[src/rtl/bcdcnt2s_if.sv]
// bcdcnt2s_if: control inputs and digit/scan outputs of the two-digit BCD counter.
interface bcdcnt2s_if;
    logic       en;
    logic       up;
    logic       load;
    logic [3:0] din1;
    logic [3:0] din2;
    logic [3:0] bcd1;
    logic [3:0] bcd2;
    logic       sel;
    logic [1:0] an;
    logic       blank;
    logic       tc;
    modport master(output en, up, load, din1, din2, input bcd1, bcd2, sel, an, blank, tc);
    modport slave(input en, up, load, din1, din2, output bcd1, bcd2, sel, an, blank, tc);
endinterface

[src/rtl/bcdcnt2s.sv]
// bcdcnt2s: two-digit BCD up/down counter with prescaled tick, load, terminal count and display scan.
// Define BCDCNT_BLANK_ZERO_EN to blank a leading-zero tens digit.
module bcdcnt2s #(
    parameter int DIVTICK = 50000,
    parameter int DIVSCAN = 1000
) (
    input logic       clk,
    input logic       rst,
    bcdcnt2s_if.slave s
);
    localparam int PW = DIVTICK > 1 ? $clog2(DIVTICK) : 1;
    localparam int SW = DIVSCAN > 1 ? $clog2(DIVSCAN) : 1;
    localparam logic [PW-1:0] PC_MAX = PW'(DIVTICK - 1);
    localparam logic [SW-1:0] SC_MAX = SW'(DIVSCAN - 1);
    logic [PW-1:0] pc_q, pc_d;
    logic [SW-1:0] sc_q, sc_d;
    logic [3:0]    bcd1_q, bcd1_d, bcd2_q, bcd2_d;
    logic          sel_q, sel_d, tc_q, tc_d;
    logic [1:0]    an_q, an_d;
    logic          tick;
    always_comb begin
        tick   = s.en && pc_q == PC_MAX;
        pc_d   = tick ? '0 : pc_q + PW'(s.en);
        sc_d   = sc_q == SC_MAX ? '0 : sc_q + SW'(1);
        sel_d  = sel_q ^ (sc_q == SC_MAX);
        an_d   = sel_d ? 2'b01 : 2'b10;
        bcd1_d = bcd1_q;
        bcd2_d = bcd2_q;
        tc_d   = 1'b0;
        // load consumes a coincident tick without counting or raising tc
        if (s.load) begin
            bcd1_d = s.din1 > 4'd9 ? 4'd9 : s.din1;
            bcd2_d = s.din2 > 4'd9 ? 4'd9 : s.din2;
        end else if (tick && s.up) begin
            bcd1_d = bcd1_q == 4'd9 ? 4'd0 : bcd1_q + 4'd1;
            bcd2_d = bcd1_q != 4'd9 ? bcd2_q : bcd2_q == 4'd9 ? 4'd0 : bcd2_q + 4'd1;
            tc_d   = bcd1_q == 4'd9 && bcd2_q == 4'd9;
        end else if (tick) begin
            bcd1_d = bcd1_q == 4'd0 ? 4'd9 : bcd1_q - 4'd1;
            bcd2_d = bcd1_q != 4'd0 ? bcd2_q : bcd2_q == 4'd0 ? 4'd9 : bcd2_q - 4'd1;
            tc_d   = bcd1_q == 4'd0 && bcd2_q == 4'd0;
        end
    end
    always_ff @(posedge clk) begin
        if (rst) begin
            pc_q   <= '0;
            sc_q   <= '0;
            bcd1_q <= 4'd0;
            bcd2_q <= 4'd0;
            sel_q  <= 1'b0;
            an_q   <= 2'b10;
            tc_q   <= 1'b0;
        end else begin
            pc_q   <= pc_d;
            sc_q   <= sc_d;
            bcd1_q <= bcd1_d;
            bcd2_q <= bcd2_d;
            sel_q  <= sel_d;
            an_q   <= an_d;
            tc_q   <= tc_d;
        end
    end
    assign s.bcd1 = bcd1_q;
    assign s.bcd2 = bcd2_q;
    assign s.sel  = sel_q;
    assign s.an   = an_q;
    assign s.tc   = tc_q;
`ifdef BCDCNT_BLANK_ZERO_EN
    logic blank_q, blank_d;
    assign blank_d = sel_d && bcd2_d == 4'd0;
    always_ff @(posedge clk) begin
        if (rst) blank_q <= 1'b0;
        else blank_q <= blank_d;
    end
    assign s.blank = blank_q;
`else
    assign s.blank = 1'b0;
`endif
endmodule

[src/flat_wrapper.sv]
// flat-port wrapper written by rule: the top's interface ports become plain ports
module bcdcnt2s_flat 
#(
    parameter int DIVTICK = 50000,
    parameter int DIVSCAN = 1000
)
  (clk, rst, s_en, s_up, s_load, s_din1, s_din2, s_bcd1, s_bcd2, s_sel, s_an, s_blank, s_tc);
  bcdcnt2s_if s_i ();
  input logic clk;
  input logic rst;
  input wire logic [$bits(s_i.en)-1:0] s_en;
  input wire logic [$bits(s_i.up)-1:0] s_up;
  input wire logic [$bits(s_i.load)-1:0] s_load;
  input wire logic [$bits(s_i.din1)-1:0] s_din1;
  input wire logic [$bits(s_i.din2)-1:0] s_din2;
  output wire logic [$bits(s_i.bcd1)-1:0] s_bcd1;
  output wire logic [$bits(s_i.bcd2)-1:0] s_bcd2;
  output wire logic [$bits(s_i.sel)-1:0] s_sel;
  output wire logic [$bits(s_i.an)-1:0] s_an;
  output wire logic [$bits(s_i.blank)-1:0] s_blank;
  output wire logic [$bits(s_i.tc)-1:0] s_tc;
  assign s_i.en = s_en;
  assign s_i.up = s_up;
  assign s_i.load = s_load;
  assign s_i.din1 = s_din1;
  assign s_i.din2 = s_din2;
  assign s_bcd1 = s_i.bcd1;
  assign s_bcd2 = s_i.bcd2;
  assign s_sel = s_i.sel;
  assign s_an = s_i.an;
  assign s_blank = s_i.blank;
  assign s_tc = s_i.tc;
  bcdcnt2s #(.DIVTICK(DIVTICK), .DIVSCAN(DIVSCAN)) u_core (.clk(clk), .rst(rst), .s(s_i));
endmodule
[config.mk]
export PLATFORM = sky130hd
export DESIGN_NAME = bcdcnt2s_flat
export DESIGN_NICKNAME = d
export VERILOG_FILES = /design/src/rtl/bcdcnt2s_if.sv /design/src/rtl/bcdcnt2s.sv /design/src/flat_wrapper.sv
export SDC_FILE = /design/constraint.sdc
export NUM_CORES = 1
export LEC_CHECK = 0
export CAP_MARGIN = 25
export CORE_MARGIN = 1.5
export CORE_UTILIZATION = 55
export DETAILED_ROUTE_END_ITERATION = 8
export MAX_ROUTING_LAYER = met4
export PLACE_DENSITY = 0.89
export SLEW_MARGIN = 0
export SYNTH_ARGS = -nofsm -noshare
export SYNTH_HDL_FRONTEND = slang
export SYNTH_SLANG_ARGS = --single-unit
[constraint.sdc]
create_clock -name clk -period 6.2 [get_ports clk]
set_input_delay 0.62 -clock clk [delete_from_list [all_inputs] [get_ports clk]]
set_output_delay 0.62 -clock clk [all_outputs]
set_load 0.005 [all_outputs]
==> results.txt, run 1 <==
Status = finished, final reports clean
All-layer global routing usage = 24.1%
Sequential cell area = 741 um2
TritonCTS clock tree = built
Standard cell core area = 0.00342 mm2
Skew final = 0.0134 ns
Type of origin of the critical path = input port
Standby leakage power = 0.823 nW
Count of unresolved DRC violations after routing = 0
CTS Buffer Depth = 2
Antenna violations before repair = 0
Setup TNS = 0 ns
Synthesized netlist cell count = 241
Depth of the CTS H-tree = 2
Final antenna diode count = 0
Synthesized area = 0.00199 mm2
Via count of the first global-routing pass = 1,688
Instance count after placement with tap cells included = 301
Avg WL per Cell = 13.8 um
Starting density of the core = 58.4%
Power Density = 207 mW/mm2
Resized Gates After CTS = 0
Final Hold Vio Count = 0
Maximum number of pins on one net before global-route repair = 19
Number of design-rule violations left by the first detailed-router iteration = 172
Worst-Skew Late Latency = 0.35 ns
Post-synth EDFFs = 0
Number of rows created at floorplan = 21
Buffers and inverters on the worst path = 1
Period utilisation layout = 37.0%
Number of vias after detailed routing = 1,779
Maximum ir drop on the vdd rail = 0.136 mV
Required time at the worst-slack endpoint = 6.47 ns
Predominant post-synthesis flop cell = dfxtp_1
Max Cap Viol = 0
Mean cell area of the mapped netlist = 8.28 um2
Share of layout cells above drive strength 1 = 8.71%
Register bit count reported by yosys = 37
Maximum fanout count along the critical path = 4
Data arrival, critical path = 2.57 ns
Number of nets with antenna violations after detailed routing = 0
Area of combinational cells with multiple inputs = 0.00114 mm2
Layout area overhead = 16.6%
Final Max Slew Viols = 0
Net count, final = 279
Total number of clock tree sinks = 37
CP peak stage delay = 0.61 ns
Number of buffers added by the clock tree synthesis step = 5
Number of port buffers = 24
Count of distinct cell types in the synthesized netlist = 53
Sequential fraction of the synthesis area = 37.1%
Final cell count without fillers = 310
Number of buffers inserted for hold repair after clock tree synthesis = 0
Worst Hold Class = reg -> reg
Final setup fails = 0
WS Path Type = in -> reg
Die outline height = 63.2 um
Pin slew with the least headroom to its limit = 0.800 ns
Critical Path, Cell by Cell = clkdlybuf4s50_1, nand2_1, nor4_1, o2111ai_1, mux2_2, o31ai_1
Total power = 482 uW
Post-layout minimum cycle time = 2.29 ns
Reg clk slew, reported paths = 0.12 ns
Crit-path slowest cell = nor4_1
Synthesized Nets = 257
Last weighted congestion value of the routability-driven placer = 0.882
CTS Root Buffer Type = clkbuf_4
Wire length of the first global-routing pass = 7.47 mm
Worst hold-check slack = 0.464 ns
Ys async rst share = 0%
Top Family by Delay on Critical Path = simple AND/OR/NAND/NOR gates
Number of warnings printed during yosys synthesis = 0
DIE WIDTH = 63.2 um
Number of fill cells = 292
Total die area = 0.00400 mm2
Post-detail-place hpwl = 3.06 mm
Unrepaired setup endpoints after global routing = no
Via-to-Cell Ratio = 5.74
Final wirelength = 4.27 mm
Number of placed I/O pins = 26
CP endpoint kind = flip-flop
Highest clock rate = 0.436 GHz
# Post-CTS Setup Buffers = 0
Global route overflow = 0
Number of search-and-repair iterations in the first detailed-routing pass = 4
Relative slew margins = 46.2%
## flip-flops by register name, summed over array words and instances (netlist names)
| signal | flops |
|---|---|
| u_core.pc_q | 16 |
| u_core.s.an | 2 |
| u_core.s.bcd1 | 4 |
| u_core.s.bcd2 | 4 |
| u_core.s.tc | 1 |
| u_core.sc_q | 10 |
## layout by cell type (no fill, tap or decap), types with 2 or more instances in the layout
master           instances
nor4_1                   7
nand3_1                  8
a31oi_1                  4
o22ai_1                  2
nand2_1                 19
clkbuf_4                 5
o21ai_0                  8
and3_2                   2
a21oi_1                  7
xor2_1                  12
o21a_1                   6
a41oi_1                  3
nor2_1                  30
xnor2_1                 12
or3_2                    2
or2_2                    4
or4_1                    2
dfxtp_1                 37
nor3_1                   7
and2_1                   4
or3_1                    2
clkdlybuf4s50_1         24
nand2b_1                 2
ha_1                     3
nand4_1                  7
inv_1                   13
nand4bb_1                2
o311a_1                  2
and3_1                   3
## per-layer routing
layer | global-route usage, % | part of all wire [%]
met5 | - | 0
met4 | 8.42 | 0.49
met3 | 6.96 | 5.0
met2 | 38.8 | 48
met1 | 28.9 | 47
## cell families (layout without fill, tap and decap cells)
logic type,Yosys count,count (layout),share of synthesized area (%)
and+or+nand+nor,108,108,28.4
AOI/OAI and AO/OA,44,44,15.6
DFF,37,37,37.1
xor gates and xnor gates,24,24,10.5
buffers and inverters,23,46,5.65
adders and majority gates,3,3,1.88
other,1,1,0.188
muxes,1,1,0.565
## synth_stat cells, types with 7 or more instances
| cell type | count | area, um2 |
|---|---|---|
| a21oi_1 | 7 | 35.0 |
| dfxtp_1 | 37 | 741 |
| inv_1 | 13 | 48.8 |
| nand2_1 | 19 | 71.3 |
| nand3_1 | 8 | 40.0 |
| nand4_1 | 7 | 43.8 |
| nor2_1 | 30 | 113 |
| nor3_1 | 7 | 35.0 |
| nor4_1 | 7 | 43.8 |
| o21ai_0 | 8 | 40.0 |
| xnor2_1 | 12 | 105 |
| xor2_1 | 12 | 105 |
## where the power goes
part / total (mW) / internal (mW) / switching, mW
Clock: 0.178 / 0.0958 / 0.0823
Sequential: 0.253 / 0.244 / 0.00951
Combinational: 0.0505 / 0.0264 / 0.0241
Total: 0.482 / 0.366 / 0.116
## worst paths after layout
kind | startpoint | endpoint | slack [ns] | cells after the start
min reg2reg | u_core.sc_q[0] | u_core.sc_q[0] | 0.46 | 1
max reg2reg | u_core.pc_q[12] | u_core.s.bcd2[1] | 4.08 | 5
min | u_core.sc_q[0] | u_core.sc_q[0] | 0.46 | 1
max | s_en | u_core.s.bcd2[1] | 3.91 | 6
## per-stage QoR
step                      worst slack (ns)  util (%)  area, um2
after global routing                  3.76      68.1       2320
after detailed placement              3.39      65.2       2230
after global placement                3.45      65.2       2230
after CTS                             3.77      67.8       2320
after floorplan                       4.19         -       1990
final                                 3.91      68.1       2320
## final cells by class
type                       instances  share of cell area [%]
multi-input combinational        181                    49.1
sequential                        37                    31.9
timing repair buffer              25                    10.7
tap                               46                    2.48
clock buffer                       6                    2.21
inverter                          13                    2.10
clock inverter                     2                    1.61
Power figures use the tool's default switching activity.
==> run 2: changes to the inputs <==
--- a/config.mk
+++ b/config.mk
@@ -7,10 +7,10 @@
 export LEC_CHECK = 0
 export CAP_MARGIN = 25
 export CORE_MARGIN = 1.5
-export CORE_UTILIZATION = 55
+export CORE_UTILIZATION = 49
 export DETAILED_ROUTE_END_ITERATION = 8
 export MAX_ROUTING_LAYER = met4
-export PLACE_DENSITY = 0.89
+export PLACE_DENSITY = 0.84
 export SLEW_MARGIN = 0
 export SYNTH_ARGS = -nofsm -noshare
 export SYNTH_HDL_FRONTEND = slang
==> constraint.sdc (replaced) <==
create_clock -name clk -period 2.02 [get_ports clk]
set_input_delay 0.202 -clock clk [delete_from_list [all_inputs] [get_ports clk]]
set_output_delay 0.202 -clock clk [all_outputs]
set_load 0.005 [all_outputs]
==> run 2 against run 1 <==
Compared with the run above:
- sequential share of layout area down 3.1 points
- sequential power rose to 3.1 times the previous value
- global-route usage down 0.41 points
- wire length up 5.8%
- utilization down 2.8 points
- critical path depth down 1
- worst setup slack worse by 3.8 ns
- clock skew down 0.011 ns
- design area up 11%
- register-to-register slack worse by 4.0 ns
- first-iteration DRC count down 48%
- combinational power rose to 3.6 times the previous value
==> results.txt, run 2 (same netlist as run 1, synthesis figures left out) <==
Status = finished, final reports clean
Final Max Slew Viols = 0 (unchanged)
TritonCTS clock tree = built
Post-layout minimum cycle time = 1.94 ns
Reg with most FFs = u_core.pc_q
Worst hold-check slack = 0.342 ns (-0.122 ns)
Number of nets with antenna violations after detailed routing = 0 (unchanged)
Reg clk slew, reported paths = 0.07 ns (-0.05 ns)
CTS Buffer Depth = 2 (unchanged)
DIE WIDTH = 66.8 um (+5.7%)
Last weighted congestion value of the routability-driven placer = 0.899 (+1.9%)
Maximum number of pins on one net before global-route repair = 18 (-1)
Unrepaired setup endpoints after global routing = no
Data arrival, critical path = 2.12 ns (-0.45 ns)
Number of port buffers = 24 (unchanged)
Layout area overhead = 28.9%
Most common cell after layout, fill and taps aside = dfxtp_1
Final antenna diode count = 0 (unchanged)
Avg WL per Cell = 13.2 um (-4.4%)
Power Density = 569 mW/mm2 (+170%)
Sequential cell area = 741 um2 (unchanged)
Max FFs per register = 16 (unchanged)
Area of combinational cells with multiple inputs = 0.00117 mm2 (+2.4%)
Worst-Skew Late Latency = 0.30 ns (-0.05 ns)
Number of buffers added by the clock tree synthesis step = 5 (unchanged)
CTS Root Buffer Type = clkbuf_8
Post-detail-place hpwl = 3.29 mm (+7.3%)
Worst setup timing slack at the placement stage = -0.198 ns (-3.59 ns)
All-layer global routing usage = 23.7% (-0.41 points)
Final worst-path setup slack = 0.0836 ns (-3.82 ns)
Starting density of the core = 50.6% (-7.8 points)
Max Cap Viol = 0 (unchanged)
Number of design-rule violations left by the first detailed-router iteration = 89 (-48%)
Number of rows created at floorplan = 23 (+9.5%)
Maximum fanout count along the critical path = 4 (unchanged)
Number of vias after detailed routing = 1,892 (+6.4%)
Global route overflow = 0 (unchanged)
RR Startpoint = u_core.pc_q[7]
Required time at the worst-slack endpoint = 2.21 ns (-4.26 ns)
Top flop regs = u_core.pc_q: 16 flops, u_core.sc_q: 10 flops
Total die area = 0.00446 mm2 (+12%)
Number of placed I/O pins = 26 (unchanged)
Type of origin of the critical path = flip-flop
Via-to-Cell Ratio = 5.52 (-3.9%)
Total number of clock tree sinks = 37 (unchanged)
Net count, final = 308 (+10%)
Source of the critical timing path = u_core.pc_q[7]
Number of fill cells = 340 (+16%)
Maximum ir drop on the vdd rail = 0.437 mV (+220%)
Period utilisation layout = 95.9%
Number of search-and-repair iterations in the first detailed-routing pass = 4 (unchanged)
Skew final = 0.00278 ns (-0.0107 ns)
Highest clock rate = 0.516 GHz
Origin of the worst min-delay path = s_en
Count of unresolved DRC violations after routing = 0 (unchanged)
Wire length of the first global-routing pass = 7.70 mm (+3.1%)
Standby leakage power = 1.00 nW (+22%)
Antenna violations before repair = 0 (unchanged)
Standard cell core area = 0.00394 mm2 (+15%)
Most used cells in the layout excluding fill and tap cells = dfxtp_1 (37), nor2_1 (30), buf_4 (30), clkdlybuf4s50_1 (23), nand2_1 (19)
Final Hold Vio Count = 0 (unchanged)
CP endpoint kind = flip-flop
Share of layout cells above drive strength 1 = 17.7% (+9.0 points)
Worst Hold Class = in -> reg
Die outline height = 66.8 um (+5.7%)
Final setup fails = 0 (unchanged)
WS Path Type = reg -> reg
Via count of the first global-routing pass = 1,808 (+7.1%)
Depth of the CTS H-tree = 2 (unchanged)
Final wirelength = 4.52 mm (+5.8%)
[run 2: metrics by stage]
step	TNS [ns]	power (mW)	area, um2	util (%)	std cells
floorplan	0	0.885	1990	-	241
global placement	-0.162	0.959	2460	62.4	335
detailed placement	-0.257	0.965	2460	62.4	335
CTS	0	1.47	2540	64.5	343
global route	0	1.54	2570	65.2	343
finish	0	1.46	2570	65.2	343
[run 2: what timing repair did]
action                     4_1_cts  5_1_grt
pin swaps                        1        3
resized for setup                0        6
buffers inserted                 0        0
hold buffers                     0        0
setup endpoints to repair        1        1
[run 2: area by class of cell]
cell class | instances | area share (%)
multi-input combinational | 181 | 45.5
sequential | 37 | 28.8
timing repair buffer | 54 | 18.2
clock buffer | 6 | 2.82
tap | 50 | 2.43
inverter | 13 | 1.90
clock inverter | 2 | 0.389
[run 2: final timing paths]
| check | endpoint | slack, ns | cells past startpoint |
|---|---|---|---|
| setup reg to reg | u_core.s.bcd2[2] | 0.08 | 5 |
| hold reg to reg | u_core.sc_q[0] | 0.44 | 1 |
| hold / removal | u_core.pc_q[0] | 0.34 | 4 |
| setup / recovery | u_core.s.bcd2[2] | 0.08 | 5 |
[run 2: power by group]
| group | switching (mW) | internal [mW] | leakage [nW] |
|---|---|---|---|
| registers | 0.0242 | 0.748 | 0.301 |
| clock network | 0.267 | 0.239 | 0.0450 |
| logic | 0.0867 | 0.0975 | 0.656 |
[run 2: worst max-delay path, stage by stage, from the launching register on]
cell and delay, ns:
dfxtp_1 0.31, nand4bb_1 0.20, or4_4 0.58, nor3_4 0.29, a221oi_2 0.10, o311a_1 0.34
[run 2: metal layers]
| metal | global-route usage (%) | wire (um) | up-vias |
|---|---|---|---|
| met2 | 39.9 | 2200 | 29 |
| met1 | 27.1 | 2080 | 889 |
| li1 | - | - | 964 |
| met5 | - | 0 | - |
| met4 | 7.91 | 93 | 0 |
| met3 | 6.76 | 150 | 10 |
==> run 3: changes to the inputs <==
--- a/config.mk
+++ b/config.mk
@@ -5,12 +5,12 @@
 export SDC_FILE = /design/constraint.sdc
 export NUM_CORES = 1
 export LEC_CHECK = 0
-export CAP_MARGIN = 25
 export CORE_MARGIN = 1.5
 export CORE_UTILIZATION = 49
 export DETAILED_ROUTE_END_ITERATION = 8
+export GPL_TIMING_DRIVEN = 0
 export MAX_ROUTING_LAYER = met4
-export PLACE_DENSITY = 0.84
+export PLACE_DENSITY = 0.73
 export SLEW_MARGIN = 0
 export SYNTH_ARGS = -nofsm -noshare
 export SYNTH_HDL_FRONTEND = slang
==> run 3 against run 2 <==
Compared with the run above:
- first-iteration DRC count fell by 1.1%
- design area fell by 0.92%
- critical path depth rose by 1
- flip-flop and latch count did not move
==> results.txt, run 3 (same netlist as run 1, synthesis figures left out) <==
Status = finished, final reports clean
Via count of the first global-routing pass = 1,650 (-8.7%)
Final wirelength = 4.24 mm (-6.2%)
Number of buffers added by the clock tree synthesis step = 5 (unchanged)
Count of unresolved DRC violations after routing = 0 (unchanged)
DIE WIDTH = 66.8 um (unchanged)
Pin slew with the least headroom to its limit = 0.622 ns
Post-layout minimum cycle time = 2.01 ns (+0.0693 ns)
Net Sw Power = 383 uW (+1.3%)
Worst Hold Class = in -> reg
Most common cell after layout, fill and taps aside = dfxtp_1
Cell internal power dissipation = 1.33 mW (+23%)
Number of buffers inserted for hold repair after clock tree synthesis = 0 (unchanged)
Power share of the sequential group = 45.0% (-7.8 points)
CTS Root Buffer Type = clkbuf_8
Proportion of total power due to net switching = 22.3% (-3.5 points)
WS Path Type = reg -> reg
Wire length of the first global-routing pass = 7.31 mm (-5.1%)
Crit-path slowest cell = or4_4
Post-detail-place hpwl = 2.99 mm (-9.2%)
Number of search-and-repair iterations in the first detailed-routing pass = 4 (unchanged)
Starting density of the core = 50.6% (unchanged)
Reg clk slew, reported paths = 0.08 ns (about the same)
Final setup fails = 0 (unchanged)
Unrepaired setup endpoints after global routing = yes
Number of design-rule violations left by the first detailed-router iteration = 88 (-1.1%)
Number of rows created at floorplan = 23 (unchanged)
Final Hold Vio Count = 0 (unchanged)
CP endpoint kind = flip-flop
Period utilisation layout = 99.3% (+3.4 points)
Max Cap Viol = 0 (unchanged)
Placed cell area = 0.00228 mm2 (-7.4%)
Clock network power share = 45.0% (+10 points)
Net count, final = 291 (-5.5%)
Worst hold-check slack = 0.219 ns (-0.123 ns)
Standby leakage power = 0.933 nW (-6.8%)
Highest clock rate = 0.499 GHz (-3.5%)
Top flop regs = u_core.pc_q: 16 flops, u_core.sc_q: 10 flops
Slack of the worst reg-to-reg path = 0.01 ns (-0.07 ns)
Most used cells in the layout excluding fill and tap cells = dfxtp_1 (33), nor2_1 (30), clkdlybuf4s50_1 (22), nand2_1 (19), inv_1 (13)
Share of layout cells above drive strength 1 = 16.7% (-1.1 points)
Number of nets with antenna violations after detailed routing = 0 (unchanged)
Total number of clock tree sinks = 37 (unchanged)
Critical Path, Cell by Cell = nand4bb_4, or4_4, buf_6, nor3_4, a221oi_2, o311a_1
Reg with most FFs = u_core.pc_q
Relative slew margins = 58.1%
Skew final = 0.0125 ns (+0.00972 ns)
CP peak stage delay = 0.56 ns (-0.02 ns)
Number of placed I/O pins = 26 (unchanged)
Final worst-path setup slack = 0.0143 ns (-0.0693 ns)
Worst setup timing slack at the placement stage = -0.286 ns (-0.0888 ns)
Global route overflow = 0 (unchanged)
Last weighted congestion value of the routability-driven placer = 0.871 (-3.1%)
Total non-filler cell area in the finished layout = 0.00255 mm2 (-0.92%)
Maximum ir drop on the vdd rail = 0.436 mV (-0.13%)
Max FFs per register = 16 (unchanged)
Worst-Skew Late Latency = 0.29 ns (about the same)
Power Density = 673 mW/mm2 (+18%)
Depth of the CTS H-tree = 2 (unchanged)
Avg WL per Cell = 13.0 um (-1.3%)
Final Max Slew Viols = 0 (unchanged)
TritonCTS clock tree = built
CTS Buffer Depth = 2 (unchanged)
Via-to-Cell Ratio = 5.46 (-1.0%)
Number of port buffers = 22 (-8.3%)
Gate power share = 10.0% (-2.6 points)
Required time at the worst-slack endpoint = 2.20 ns (about the same)
Antenna violations before repair = 0 (unchanged)
Type of origin of the critical path = flip-flop
Standard cell core area = 0.00394 mm2 (unchanged)
Layout area overhead = 27.7%
All-layer global routing usage = 21.9% (-1.7 points)
Maximum fanout count along the critical path = 4 (unchanged)
Data arrival, critical path = 2.19 ns (+0.07 ns)
Die outline height = 66.8 um (unchanged)
Number of vias after detailed routing = 1,780 (-5.9%)
Maximum number of pins on one net before global-route repair = 14 (-4)
Final antenna diode count = 0 (unchanged)
Total die area = 0.00446 mm2 (unchanged)
==> run 3: routing by layer <==
| layer | vias to the layer above | track usage, % | wire (um) | part of all wire [%] |
|---|---|---|---|---|
| met5 | - | - | 0 | 0 |
| met4 | 0 | 6.89 | 40 | 0.94 |
| met3 | 4 | 4.56 | 189 | 4.5 |
| met2 | 38 | 35.1 | 1950 | 46 |
| met1 | 811 | 27.8 | 2070 | 49 |
| li1 | 927 | - | - | - |
==> run 3: worst max-delay path, delay by kind of cell, from the launching register on <==
family	cells	cell delay, ns
AOI/OAI and AO/OA	2	0.41
and+or+nand+nor	3	0.96
DFF	1	0.36
buffers and inverters	1	0.15
==> run 3: area by class of cell <==
type / instances / area (um2)
flip-flops and latches: 37 / 748
multi-input cells: 181 / 1220
plain buffers: 9 / 60.1
repair buffers: 28 / 269
inverters: 13 / 48.8
clock buffers: 5 / 68.8
fillers: 325 / 1400
well taps: 50 / 62.6
clock inverters: 3 / 68.8
==> run 3: power by group through the flow <==
stage               Combinational [mW]  Sequential, mW  Clock, mW
finish                           0.171           0.771      0.772
global route                     0.195           0.775      0.818
CTS                              0.169           0.769      0.786
detailed placement               0.165           0.786          0
global placement                 0.165           0.785          0
floorplan                        0.103           0.782          0
==> run 3: repair_timing <==
item / 4_1_cts / 5_1_grt
setup buffers: 0 / 6
endpoints found under the setup margin: 12 / 16
pin swaps: 0 / 5
hold endpoints to repair: 0 / 0
resized for setup: 4 / 13
==> run 3: final timing paths <==
| path | start | to | cells past startpoint |
|---|---|---|---|
| worst max register to register | u_core.pc_q[11] | u_core.s.bcd2[2] | 6 |
| worst min-delay path | s_load | u_core.s.bcd2[2] | 2 |
| worst max-delay path | u_core.pc_q[11] | u_core.s.bcd2[2] | 6 |
| worst min register to register | u_core.sc_q[0] | u_core.sc_q[0] | 1 |
==> run 3: through the flow <==
stage,TNS (ns),power (mW),instances,utilization [%]
after floorplan,0,0.885,241,-
after global routing,-0.0869,1.79,326,64.6
after detailed placement,-3.24,0.951,313,57.8
after CTS,-0.160,1.72,321,61.7
after global placement,-2.70,0.950,313,57.8
final,0,1.71,326,64.6
